**config.mk**
```make
export PLATFORM = sky130hd
export DESIGN_NAME = instr_fetch_unit
export DESIGN_NICKNAME = d
export VERILOG_FILES = /design/src/rtl/mips_pkg.sv /design/src/rtl/fetch_pc_next.sv /design/src/rtl/instr_fetch_unit.sv
export SDC_FILE = /design/constraint.sdc
export NUM_CORES = 1
export LEC_CHECK = 0
export ABC_AREA = 1
export CORE_ASPECT_RATIO = 1.25
export CORE_MARGIN = 2
export CORE_UTILIZATION = 52
export CTS_BUF_LIST = sky130_fd_sc_hd__clkbuf_16
export DETAILED_ROUTE_END_ITERATION = 10
export PLACE_DENSITY = 0.87
export SLEW_MARGIN = 20
export SYNTH_ARGS = -nofsm -noshare
export SYNTH_HDL_FRONTEND = slang
export SYNTH_SLANG_ARGS = --single-unit
```
**constraint.sdc**
```tcl
create_clock -name clk -period 5.2 [get_ports clk]
set_input_delay 1.04 -clock clk [delete_from_list [all_inputs] [get_ports clk]]
set_output_delay 1.04 -clock clk [all_outputs]
set_load 0.03 [all_outputs]
```
**src/rtl/mips_pkg.sv**
```systemverilog
// Shared MIPS fetch/decode definitions: opcode constants, reset PC and fetch FSM states.
package mips_pkg;

  localparam logic [5:0] OP_RTYPE = 6'd0;
  localparam logic [5:0] OP_ADDI  = 6'd8;
  localparam logic [5:0] OP_BEQ   = 6'd4;
  localparam logic [5:0] OP_LW    = 6'd35;
  localparam logic [5:0] OP_SW    = 6'd43;

  localparam logic [31:0] RESET_PC_DEFAULT = 32'h0000_0000;

  typedef enum logic [1:0] {
    IDLE = 2'd0,
    REQ  = 2'd1,
    EXEC = 2'd2
  } fetch_state_t;

endpackage

```
**src/rtl/fetch_pc_next.sv**
```systemverilog
// Next-PC resolution: sequential pc+4 or beq-style taken target, all modulo 2^ADDR_W.
module fetch_pc_next #(
  parameter int ADDR_W = 32
) (
  input  logic [ADDR_W-1:0] pc,
  input  logic [15:0]       imm,
  input  logic              branch,
  input  logic              alu_zero,
  output logic [ADDR_W-1:0] pc_plus4,
  output logic [ADDR_W-1:0] next_pc
);

  logic [ADDR_W-1:0] br_offset;
  logic [ADDR_W-1:0] br_target;

  assign pc_plus4  = pc + ADDR_W'(4);
  // Word offset: sign-extended immediate scaled by 4.
  assign br_offset = {{(ADDR_W-18){imm[15]}}, imm, 2'b00};
  assign br_target = pc_plus4 + br_offset;
  assign next_pc   = (branch && alu_zero) ? br_target : pc_plus4;

endmodule

```
**src/rtl/instr_fetch_unit.sv**
```systemverilog
// Fetch stage: owns the PC, fetches over imem req/ack, holds instr for the decoder.
// Optional ack timeout with retry is enabled by defining FETCH_TIMEOUT_EN.
module instr_fetch_unit
  import mips_pkg::*;
#(
  parameter int                ADDR_W         = 32,
  parameter logic [ADDR_W-1:0] RESET_PC       = ADDR_W'(RESET_PC_DEFAULT),
  parameter int                TIMEOUT_CYCLES = 16
) (
  input  logic              clk,
  input  logic              reset,
  output logic              imem_req,
  output logic [ADDR_W-1:0] imem_addr,
  input  logic              imem_ack,
  input  logic [31:0]       imem_rdata,
  input  logic              branch,
  input  logic              alu_zero,
  input  logic              stall,
  output logic [31:0]       instr,
  output logic [5:0]        opcode,
  output logic              instr_valid,
  output logic [ADDR_W-1:0] pc,
  output logic [ADDR_W-1:0] pc_plus4,
  output logic              fetch_err
);

  if (ADDR_W < 18 || TIMEOUT_CYCLES < 1 || TIMEOUT_CYCLES > 256) begin : g_bad_params
    $error("instr_fetch_unit: ADDR_W must be >= 18 and TIMEOUT_CYCLES in 1..256");
  end

  fetch_state_t      state_q, state_d;
  logic [ADDR_W-1:0] pc_q, pc_d;
  logic [31:0]       instr_q, instr_d;
  logic              valid_q, valid_d;
  logic [ADDR_W-1:0] next_pc;

`ifdef FETCH_TIMEOUT_EN
  localparam logic [7:0] WAIT_LAST = 8'(TIMEOUT_CYCLES - 1);
  logic [7:0] wait_cnt_q, wait_cnt_d;
  logic       err_q, err_d;
`endif

  fetch_pc_next #(.ADDR_W(ADDR_W)) u_pc_next (
    .pc       (pc_q),
    .imm      (instr_q[15:0]),
    .branch   (branch),
    .alu_zero (alu_zero),
    .pc_plus4 (pc_plus4),
    .next_pc  (next_pc)
  );

  always_comb begin
    state_d  = state_q;
    pc_d     = pc_q;
    instr_d  = instr_q;
    valid_d  = valid_q;
    imem_req = 1'b0;
`ifdef FETCH_TIMEOUT_EN
    wait_cnt_d = wait_cnt_q;
    err_d      = 1'b0;
`endif
    case (state_q)
      IDLE: begin
        state_d = REQ;
`ifdef FETCH_TIMEOUT_EN
        wait_cnt_d = 8'd0;
`endif
      end
      REQ: begin
        imem_req = 1'b1;
        if (imem_ack) begin
          instr_d = imem_rdata;
          valid_d = 1'b1;
          state_d = EXEC;
        end
`ifdef FETCH_TIMEOUT_EN
        // Abandon the request for one IDLE cycle, then retry the same pc.
        else if (wait_cnt_q == WAIT_LAST) begin
          err_d   = 1'b1;
          state_d = IDLE;
        end else begin
          wait_cnt_d = wait_cnt_q + 8'd1;
        end
`endif
      end
      EXEC: begin
        if (!stall) begin
          valid_d = 1'b0;
          pc_d    = next_pc;
          state_d = REQ;
`ifdef FETCH_TIMEOUT_EN
          wait_cnt_d = 8'd0;
`endif
        end
      end
      default: state_d = IDLE;
    endcase
  end

  always_ff @(posedge clk) begin
    if (reset) begin
      state_q <= IDLE;
      pc_q    <= RESET_PC;
      instr_q <= 32'd0;
      valid_q <= 1'b0;
`ifdef FETCH_TIMEOUT_EN
      wait_cnt_q <= 8'd0;
      err_q      <= 1'b0;
`endif
    end else begin
      state_q <= state_d;
      pc_q    <= pc_d;
      instr_q <= instr_d;
      valid_q <= valid_d;
`ifdef FETCH_TIMEOUT_EN
      wait_cnt_q <= wait_cnt_d;
      err_q      <= err_d;
`endif
    end
  end

  assign imem_addr   = pc_q;
  assign pc          = pc_q;
  assign instr       = instr_q;
  assign opcode      = instr_q[31:26];
  assign instr_valid = valid_q;

`ifdef FETCH_TIMEOUT_EN
  assign fetch_err = err_q;
`else
  assign fetch_err = 1'b0;
`endif

endmodule

```
==> impl_metrics.tcl <==
set metrics [dict create \
    path_max_fanout 6 \
    period_needed_ns 3.75 \
    core_area_um2 11000 \
    r2r_end "imem_addr[29]" \
    cts_hold_buffers 0 \
    htreeDepth 3 \
    synth_top_area_share_pct 22.3 \
    synth-edff-count 0 \
    synth_flop_cell "dfxtp_1" \
    stdcell_count 1210 \
    drive_above_1_share_pct 5.95 \
    ys_warn_count 0 \
    grt_pass1_wl_um 30400 \
    setup_viol_count_final 0 \
    postSynthAreaPerCell_um2 6.14 \
    reg2reg_depth 15 \
    row_count 43 \
    cts_buffers 9 \
    final.setup.tns_ns 0 \
    root_buffer "clkbuf_16" \
    post_cts_buffers 0 \
    power_density_nw_per_um2 197 \
    yosysMostFrequentCell "nand2_1" \
    clock_latency_ns 0.34 \
    cts_resized 0 \
    synth_top_cells_by_area "dfxtp_1, nand2_1, nand3_1" \
    hpwlAfterDp_um 15400 \
    grt_max_degree 41 \
    num_vias 6688 \
    grt_usage_pct 32.0 \
    r2r_start "imem_addr[3]" \
    design_area_um2 7610 \
    power_leakage_nw 3.37 \
    initial_utilization_pct 53.0 \
    placed_area_um2 7310 \
    wl_per_cell_um 16.3 \
    outcome "finished, final reports clean" \
    gp_congestion 0.984 \
    syn2layout_area_growth_pct 30.2 \
    vdd_drop_max_mv 0.194 \
    ys_ff_latch 65 \
    endpoint "pc_plus4[12]" \
    port_buffers 167 \
    synth_area_leader_cell "dfxtp_1" \
    die_w_um 98.8 \
    ys_top_cells_by_count "nand2_1, inv_1, nand3_1" \
    cts.clk_slew.worst_paths_ns 0.06 \
    fmax_mhz 267 \
    fin_crit_sh_pct 72.2 \
    rsz0062_at_grt "no" \
    grt_overflow_total 0 \
    die_h_um 123 \
    ys_types 44 \
    clock-sinks 65 \
    end_kind "output pin" \
    finClkSkew_ns 0.0103 \
    antenna_found_initial 0 \
    crit_start "imem_addr[8]" \
    rrSetupSlack_ns 1.75 \
    drc 0 \
    viasPerCell 5.53 \
    hold_violations 0 \
    cp-start-kind "register" \
    ant_nets 0 \
    timing.hold.ws_ns 0.461 \
    cp.required_ns 4.16 \
    die_area_um2 12100 \
    async_flop_share_pct 0 \
    syn_inst 952 \
    cts_tree "yes" \
    drv_slew 0 \
    clockBufferDepth 2 \
    nets 1145 \
    drtIter0Drc 407 \
    antenna_cells 0 \
    netlist_area_um2 5850 \
    worstHoldPathType "register to register" \
    io_pins 175 \
    grt_pass1_vias 6112 \
    first_pass_iters 5 \
    finish.utilization_pct 69.0 \
    worstPathArrival_ns 2.71 \
    slew_headroom_pct 30.1 \
    ys_seq_area_share_pct 22.3 \
    criticalPathCategory "register to output pin" \
    cap_viol_max_count 0 \
    tightest_slew_ns 1.05 \
    placed_cells 1194 \
    wirelength_um 19800 \
]
cell usage in the layout (no fill, tap or decap), types with 4 or more instances in the layout:
master / instances
nor3_1: 10
nand2_2: 6
nand4_1: 10
nor3_2: 5
clkdlybuf4s50_1: 167
clkbuf_16: 9
nor2_4: 4
inv_1: 100
a21o_1: 4
xor2_1: 13
o21bai_1: 5
nand3b_1: 4
o21ai_0: 47
conb_1: 7
or2_2: 10
nor2_1: 71
dfxtp_1: 65
buf_4: 5
o21ai_1: 5
and2_1: 4
ha_1: 36
a31oi_1: 10
nand2_1: 256
a21oi_1: 90
nor2_2: 6
nand3_1: 94
routing by layer:
layer | GRT usage (%) | share of wire, % | up-vias
met4 | 18.9 | 6.4 | 0
li1 | - | - | 3298
met2 | 53.7 | 47 | 315
met1 | 37.1 | 39 | 3001
met5 | 0 | 0 | -
met3 | 7.23 | 7.8 | 74
metrics by stage:
stage / setup WS, ns / power, mW
after floorplan: 1.90 / 0.761
after global placement: 1.81 / 0.884
after detailed placement: 1.82 / 0.886
after CTS: 1.46 / 1.50
after global routing: 1.33 / 1.55
final: 1.45 / 1.50
cell type report:
cell class / instances / area [um^2]
clock buffers: 9 / 225
well taps: 135 / 169
clock inverters: 7 / 68.8
flip-flops and latches: 65 / 1300
repair buffers: 172 / 1710
multi-input cells: 719 / 3750
inverters: 103 / 387
fillers: 987 / 3420
state kept, by name (all words and copies together) (netlist names):
signal       count
instr           32
imem_addr       30
state_q          2
instr_valid      1
worst min-delay path by stage:
stage               cells after the start           to  slack [ns]         from
CTS                                     2    instr[23]        0.46    instr[23]
global placement                        2    instr[17]        0.45    instr[17]
finish                                  2    instr[22]        0.46    instr[22]
detailed placement                      2    instr[17]        0.46    instr[17]
floorplan                               3   state_q[0]        0.51   state_q[0]
global route                            2  instr_valid        0.49  instr_valid
worst max-delay path: stages, from the launching register on:
cell	delay, ns
dfxtp_1	0.53
nand2_1	0.15
nor2_2	0.18
nand4_1	0.16
nor2_2	0.19
xor2_1	0.42
clkdlybuf4s50_1	0.76
cell families (layout without fill, tap and decap cells):
kind of cell	Yosys count	in the layout	synth area share [%]
and+or+nand+nor	489	489	37.3
buffers and inverters	174	291	14.1
AOI/OAI and AO/OA	169	169	15.6
DFF	65	65	22.3
adders and majority gates	37	37	8.05
xor gates and xnor gates	17	17	2.68
other	1	7	0.0641
power by group:
| group | leakage, nW | switching (mW) | internal, mW | total (mW) |
|---|---|---|---|---|
| registers | 0.528 | 0.0284 | 0.518 | 0.547 |
| clock network | 0.144 | 0.247 | 0.371 | 0.618 |
| logic | 2.70 | 0.203 | 0.130 | 0.333 |
| total | 3.37 | 0.478 | 1.02 | 1.50 |
No activity file was read; power rests on OpenSTA's default activity.
